[src/rtl/procb_core_sched.sv]
// Round-robin scheduler feeding process_bytes cores from procb_buf, one block per serviceable slot.
// Drives the procb_thread_addr set_next_* strobes and mirrors its core_ctx_num as slot_idx.
module procb_core_sched #(
  parameter int unsigned N_CORES       = 4,
  parameter int unsigned N_CORES_MSB   = ($clog2(N_CORES) > 0) ? $clog2(N_CORES) - 1 : 0,
  parameter int unsigned BLK_WORDS     = 16,
  parameter int unsigned BLK_WORDS_MSB = ($clog2(BLK_WORDS) > 0) ? $clog2(BLK_WORDS) - 1 : 0,
  parameter int unsigned PREFETCH_LAT  = 2
) (
  input  logic                     CLK,
  input  logic                     reset,
  input  logic [2*N_CORES-1:0]     core_ctx_ready,
  input  logic                     procb_data_valid,
  input  logic                     procb_last_block,
  output logic                     set_next_core_ctx_num,
  output logic                     set_next_seq_num,
  output logic                     set_next_procb_rd_thread_num,
  output logic                     buf_rd_en,
  output logic [BLK_WORDS_MSB:0]   buf_rd_addr,
  output logic                     core_wr_en,
  output logic [BLK_WORDS_MSB:0]   core_wr_addr,
  output logic                     core_start,
  output logic [N_CORES_MSB+1:0]   slot_idx
);

  localparam int unsigned N_SLOTS = 2 * N_CORES;
  localparam int unsigned SLOT_W  = N_CORES_MSB + 2;
  localparam int unsigned ADDR_W  = BLK_WORDS_MSB + 1;
  localparam int unsigned WAIT_W  = (PREFETCH_LAT > 1) ? $clog2(PREFETCH_LAT) : 1;

  typedef enum logic [2:0] {
    S_WAIT,
    S_CHECK,
    S_XFER,
    S_FLUSH,
    S_START,
    S_ADVANCE
  } state_t;

  state_t              state, state_nxt;
  logic [WAIT_W-1:0]   wait_cnt, wait_cnt_nxt;
  logic                last_r, last_nxt;
  logic [ADDR_W-1:0]   rd_addr_nxt;
  logic                rd_en_nxt;
  logic                start_nxt;
  logic                seq_nxt;
  logic                adv_nxt;

  // Configuration-time value only; reset must not disturb alignment with procb_thread_addr.
  logic [SLOT_W-1:0]   slot_q = '0;

  assign slot_idx = slot_q;

  // State and registered outputs
  always_ff @(posedge CLK) begin
    if (reset) begin
      state                        <= S_WAIT;
      wait_cnt                     <= '0;
      last_r                       <= 1'b0;
      buf_rd_en                    <= 1'b0;
      buf_rd_addr                  <= '0;
      core_wr_en                   <= 1'b0;
      core_wr_addr                 <= '0;
      core_start                   <= 1'b0;
      set_next_seq_num             <= 1'b0;
      set_next_core_ctx_num        <= 1'b0;
      set_next_procb_rd_thread_num <= 1'b0;
    end else begin
      state                        <= state_nxt;
      wait_cnt                     <= wait_cnt_nxt;
      last_r                       <= last_nxt;
      buf_rd_en                    <= rd_en_nxt;
      buf_rd_addr                  <= rd_addr_nxt;
      core_wr_en                   <= buf_rd_en;
      core_wr_addr                 <= buf_rd_addr;
      core_start                   <= start_nxt;
      set_next_seq_num             <= seq_nxt;
      set_next_core_ctx_num        <= adv_nxt;
      set_next_procb_rd_thread_num <= adv_nxt;
    end
  end

  // Follows the strobe itself, so a reset landing on S_ADVANCE still tracks procb_thread_addr
  always_ff @(posedge CLK) begin
    if (set_next_core_ctx_num) begin
      slot_q <= (slot_q == SLOT_W'(N_SLOTS - 1)) ? '0 : slot_q + SLOT_W'(1);
    end
  end

  // Next state and next registered output values
  always_comb begin
    state_nxt    = state;
    wait_cnt_nxt = wait_cnt;
    last_nxt     = last_r;
    rd_addr_nxt  = '0;

    case (state)
      S_WAIT: begin
        if (wait_cnt == WAIT_W'(PREFETCH_LAT - 1)) begin
          state_nxt    = S_CHECK;
          wait_cnt_nxt = '0;
        end else begin
          wait_cnt_nxt = wait_cnt + WAIT_W'(1);
        end
      end
      S_CHECK: begin
        if (core_ctx_ready[slot_q] && procb_data_valid) begin
          state_nxt = S_XFER;
          last_nxt  = procb_last_block;
        end else begin
          state_nxt = S_ADVANCE;
        end
      end
      S_XFER: begin
        if (buf_rd_addr == ADDR_W'(BLK_WORDS - 1)) begin
          state_nxt = S_FLUSH;
        end else begin
          rd_addr_nxt = buf_rd_addr + ADDR_W'(1);
        end
      end
      S_FLUSH:   state_nxt = S_START;
      S_START:   state_nxt = S_ADVANCE;
      S_ADVANCE: state_nxt = S_WAIT;
      default:   state_nxt = S_WAIT;
    endcase

    rd_en_nxt = (state_nxt == S_XFER);
    start_nxt = (state_nxt == S_START);
    seq_nxt   = start_nxt && last_nxt;
    adv_nxt   = (state_nxt == S_ADVANCE);
  end

  // Seq write must land on the serviced slot, before core_ctx_num moves on
  a_seq_not_with_adv: assert property (@(posedge CLK) disable iff (reset)
    !(set_next_seq_num && set_next_core_ctx_num));

  a_wr_follows_rd: assert property (@(posedge CLK) disable iff (reset)
    buf_rd_en |=> core_wr_en);

  a_start_after_xfer: assert property (@(posedge CLK) disable iff (reset)
    core_start |-> !buf_rd_en && !core_wr_en);

endmodule

[config.mk]
export PLATFORM = sky130hd
export DESIGN_NAME = procb_core_sched
export DESIGN_NICKNAME = d
export VERILOG_FILES = /design/src/rtl/procb_core_sched.sv
export SDC_FILE = /design/constraint.sdc
export NUM_CORES = 1
export LEC_CHECK = 0
export ABC_CLOCK_PERIOD_IN_PS = 1800
export CAP_MARGIN = 25
export CELL_PAD_IN_SITES_DETAIL_PLACEMENT = 0
export CELL_PAD_IN_SITES_GLOBAL_PLACEMENT = 2
export CORE_AREA = 5 5 63 65
export CTS_BUF_LIST = sky130_fd_sc_hd__clkbuf_16
export DETAILED_ROUTE_END_ITERATION = 12
export DIE_AREA = 0 0 68 70
export PLACE_DENSITY = 0.87
export RECOVER_POWER = 50
export SYNTH_ARGS = -nofsm -noshare
export SYNTH_HDL_FRONTEND = slang
export SYNTH_SLANG_ARGS = --single-unit
[constraint.sdc]
create_clock -name CLK -period 1.8 [get_ports CLK]
set_clock_uncertainty 0.1 [all_clocks]
set_input_delay 0.18 -clock CLK [delete_from_list [all_inputs] [get_ports CLK]]
set_output_delay 0.18 -clock CLK [all_outputs]
set_load 0.02 [all_outputs]
==> results by group <==
CTS
  • Clock root buffer: clkbuf_16
  • Num Clock Sinks: 21
  • Latest clock arrival within the worst-skew pair: about 250 ps
  • CTS Hold Bufs: 0
  • Total CTS buffers: 3
  • H-tree Lvls: 1
  • CTS tree: built
  • Clock Path Buffers: 2
  • Clock slew at reported path FFs: 50 ps

Logic synthesis
  • Cell Area, Synth: around 840 um^2
  • Cells after Synth: 79
  • Main synth FF type: dfxtp_1
  • Asr flop ratio synth: 0
  • Net Count, Synth: between 90 and 100
  • Synthesis warning total: 0
  • Post-synth EDFFs: 3
  • Sequential share of the synthesized area: 0.535
  • Distinct cells, synth: 28
  • Area leader, netlist: dfxtp_1
  • Top post-synthesis cells by area: dfxtp_1 43%, edfxtp_1 11%, nor2b_1 5.2%, ha_1 4.5%, nor2_1 4.5%
  • Flops & latches, synth: 21
  • Top cell type's share of synthesized area: 0.428
  • Syn Area/Cell: around 11 um^2

Timing
  • Final period util: 0.941
  • Fmax: 590 MHz
  • Worst-Margin Slew: just over 500 ps
  • Final hold vios: 0
  • Slew Limit Fails: 0
  • Period minus WS final: around 1700 ps
  • Setup TNS: 0 ps
  • Slew HR: 0.665
  • Final setup violating endpoints: 0
  • RSZ-0062 raised after global routing: no

Cells and area
  • Leading cell type in the layout, fill and taps excluded: clkdlybuf4s50_1
  • Nets: ~130
  • Most frequent cells in the layout: 23 x clkdlybuf4s50_1, 18 x dfxtp_1, 9 x nor2_1, 7 x nor2b_1, 5 x dlygate4sd3_1
  • Post-route cell area: 0.00127 mm^2
  • Layout cell share with drive strength beyond 1: 0.127
  • Area grow syn2layout: 51.3%
  • # diodes: 0

Floorplanning
  • # rows: 21
  • Die height: around 70 um
  • Core area: about 0.0033 mm^2
  • Die W: 68 um
  • Die area: between 0.004 and 0.005 mm^2
  • Boundary Pins: 29
  • Initial core utilization: 0.256

GRT
  • Vias in the first global route: between 600 and 700
  • GRT Total Usage: 0.0797
  • Global route total overflow: 0
  • First-pass GRT wire length: between 2 and 3 mm
  • Initial antenna violation count: 0
  • Largest net degree at the start of global routing: 13

Drt
  • Final ANT Viol Nets: 0
  • DR iter-0 viols: 18
  • Vias per cell: ~4.2
  • Drt wl/cell: 12.0 um
  • First-pass iteration count of the detailed router: 4
  • Vias: 653
  • DR DRC count: 0
  • Final WL: about 1.9 mm

Setup path
  • Type of element capturing the critical path: flip-flop
  • CP max FO: 5
  • CP arrival: around 1800 ps
  • Req. time, crit path: approximately 1900 ps
  • Type of the worst setup path: flip-flop to flip-flop
  • CP Launch Type: flip-flop

Outcome
  • Status: complete, no violations

Place
  • HPWL Detailed: about 1.4 mm
  • Post-DP Area: 0.00117 mm^2
  • PortBufs: 28
  • Gpl congestion: approximately 0.70

Worst hold path
  • Hold Crit Class: flip-flop to flip-flop

Pwr
  • Peak supply drop: between 500 and 600 uV
  • Power after layout: roughly 0.0015 W
  • Power per cell area: around 1200 mW/mm^2
  • Static Leak: between 0.4 and 0.5 nW

Run
  • Max cap viols: 0
metrics by stage:
| step | util | worst slack [ps] | hold WS (ps) | instances |
|---|---|---|---|---|
| after detailed placement | 0.357 | 11.5 | 362 | 151 |
| final | 0.388 | 106 | 372 | 156 |
| after floorplan | - | 75.7 | 239 | 79 |
| after CTS | 0.381 | 22.2 | 375 | 155 |
| after global placement | 0.357 | 68.0 | 357 | 151 |
| after global routing | 0.388 | 12.0 | 408 | 156 |
flip-flops by register name, indices dropped and copies added (netlist names):
name                          cells
buf_rd_addr                       4
core_wr_addr                      4
slot_idx                          3
state                             3
buf_rd_en                         1
core_start                        1
core_wr_en                        1
last_r                            1
set_next_procb_rd_thread_num      1
set_next_seq_num                  1
wait_cnt                          1
worst max-delay path: stages, from the launching register on:
cell      delay, ps
edfxtp_1        460
mux4_2          570
o22ai_4         170
nor2_2           80
o32ai_2         240
cell usage after synthesis (2+ instances only):
cell type and n:
mux2_2 2, edfxtp_1 3, nand3_1 2, nand2_1 4, ha_1 3, xnor2_1 2, nor2b_1 7, clkbuf_1 2
inv_1 3, nor2_1 10, dfxtp_1 18, nor3_1 3, o31ai_1 3, o21ai_0 2, nand2b_1 2
power breakdown:
| group | internal [W] | leakage (nW) | switching [W] |
|---|---|---|---|
| Sequential | 0.000550 | 0.174 | 0.0000805 |
| Clock | 0.000298 | 0.0409 | 0.000163 |
| Combinational | 0.000204 | 0.269 | 0.000175 |
| Total | 0.00105 | 0.484 | 0.000419 |
path summary, 6_finish.rpt:
check / startpoint / endpoint / slack, ps / cells after the start
setup / recovery: slot_idx[0] / state[0] / 110 / 4
hold / removal: last_r / set_next_seq_num / 370 / 1
hold reg to reg: last_r / set_next_seq_num / 370 / 1
setup reg to reg: slot_idx[0] / state[0] / 110 / 4
metal layers:
metal | vias up | wire [um] | track usage
met5 | - | 0 | 0
met4 | 0 | 78 | 0.0728
met3 | 4 | 111 | 0.0112
met2 | 21 | 895 | 0.130
met1 | 292 | 794 | 0.0853
li1 | 336 | - | -
kinds of logic (layout without fill, tap and decap cells):
| kind of cell | Yosys count | count (layout) | synth area share |
|---|---|---|---|
| and+or+nand+nor | 33 | 33 | 0.205 |
| DFF | 21 | 21 | 0.535 |
| AOI/OAI and AO/OA | 10 | 10 | 0.0996 |
| buffers and inverters | 6 | 37 | 0.0312 |
| adders and majority gates | 3 | 3 | 0.0446 |
| xor gates and xnor gates | 3 | 3 | 0.0312 |
| muxes | 3 | 3 | 0.0535 |
what timing repair did:
item / in CTS / in global routing
resized for setup: 0 / 3
endpoints found under the setup margin: 0 / 3
buffers inserted: 0 / 1
endpoints found under the hold margin: 0 / 0
area by class of cell:
| class | instances | area [um^2] |
|---|---|---|
| Inverter | 3 | 11.3 |
| Timing Repair Buffer | 30 | 292 |
| Clock buffer | 3 | 75.1 |
| Multi-Input combinational cell | 52 | 383 |
| Tap cell | 46 | 57.6 |
| Sequential cell | 21 | 450 |
| Fill cell | 320 | 2010 |
| Clock inverter | 1 | 5.00 |
Note: power is estimated with default switching activity, not from simulation.
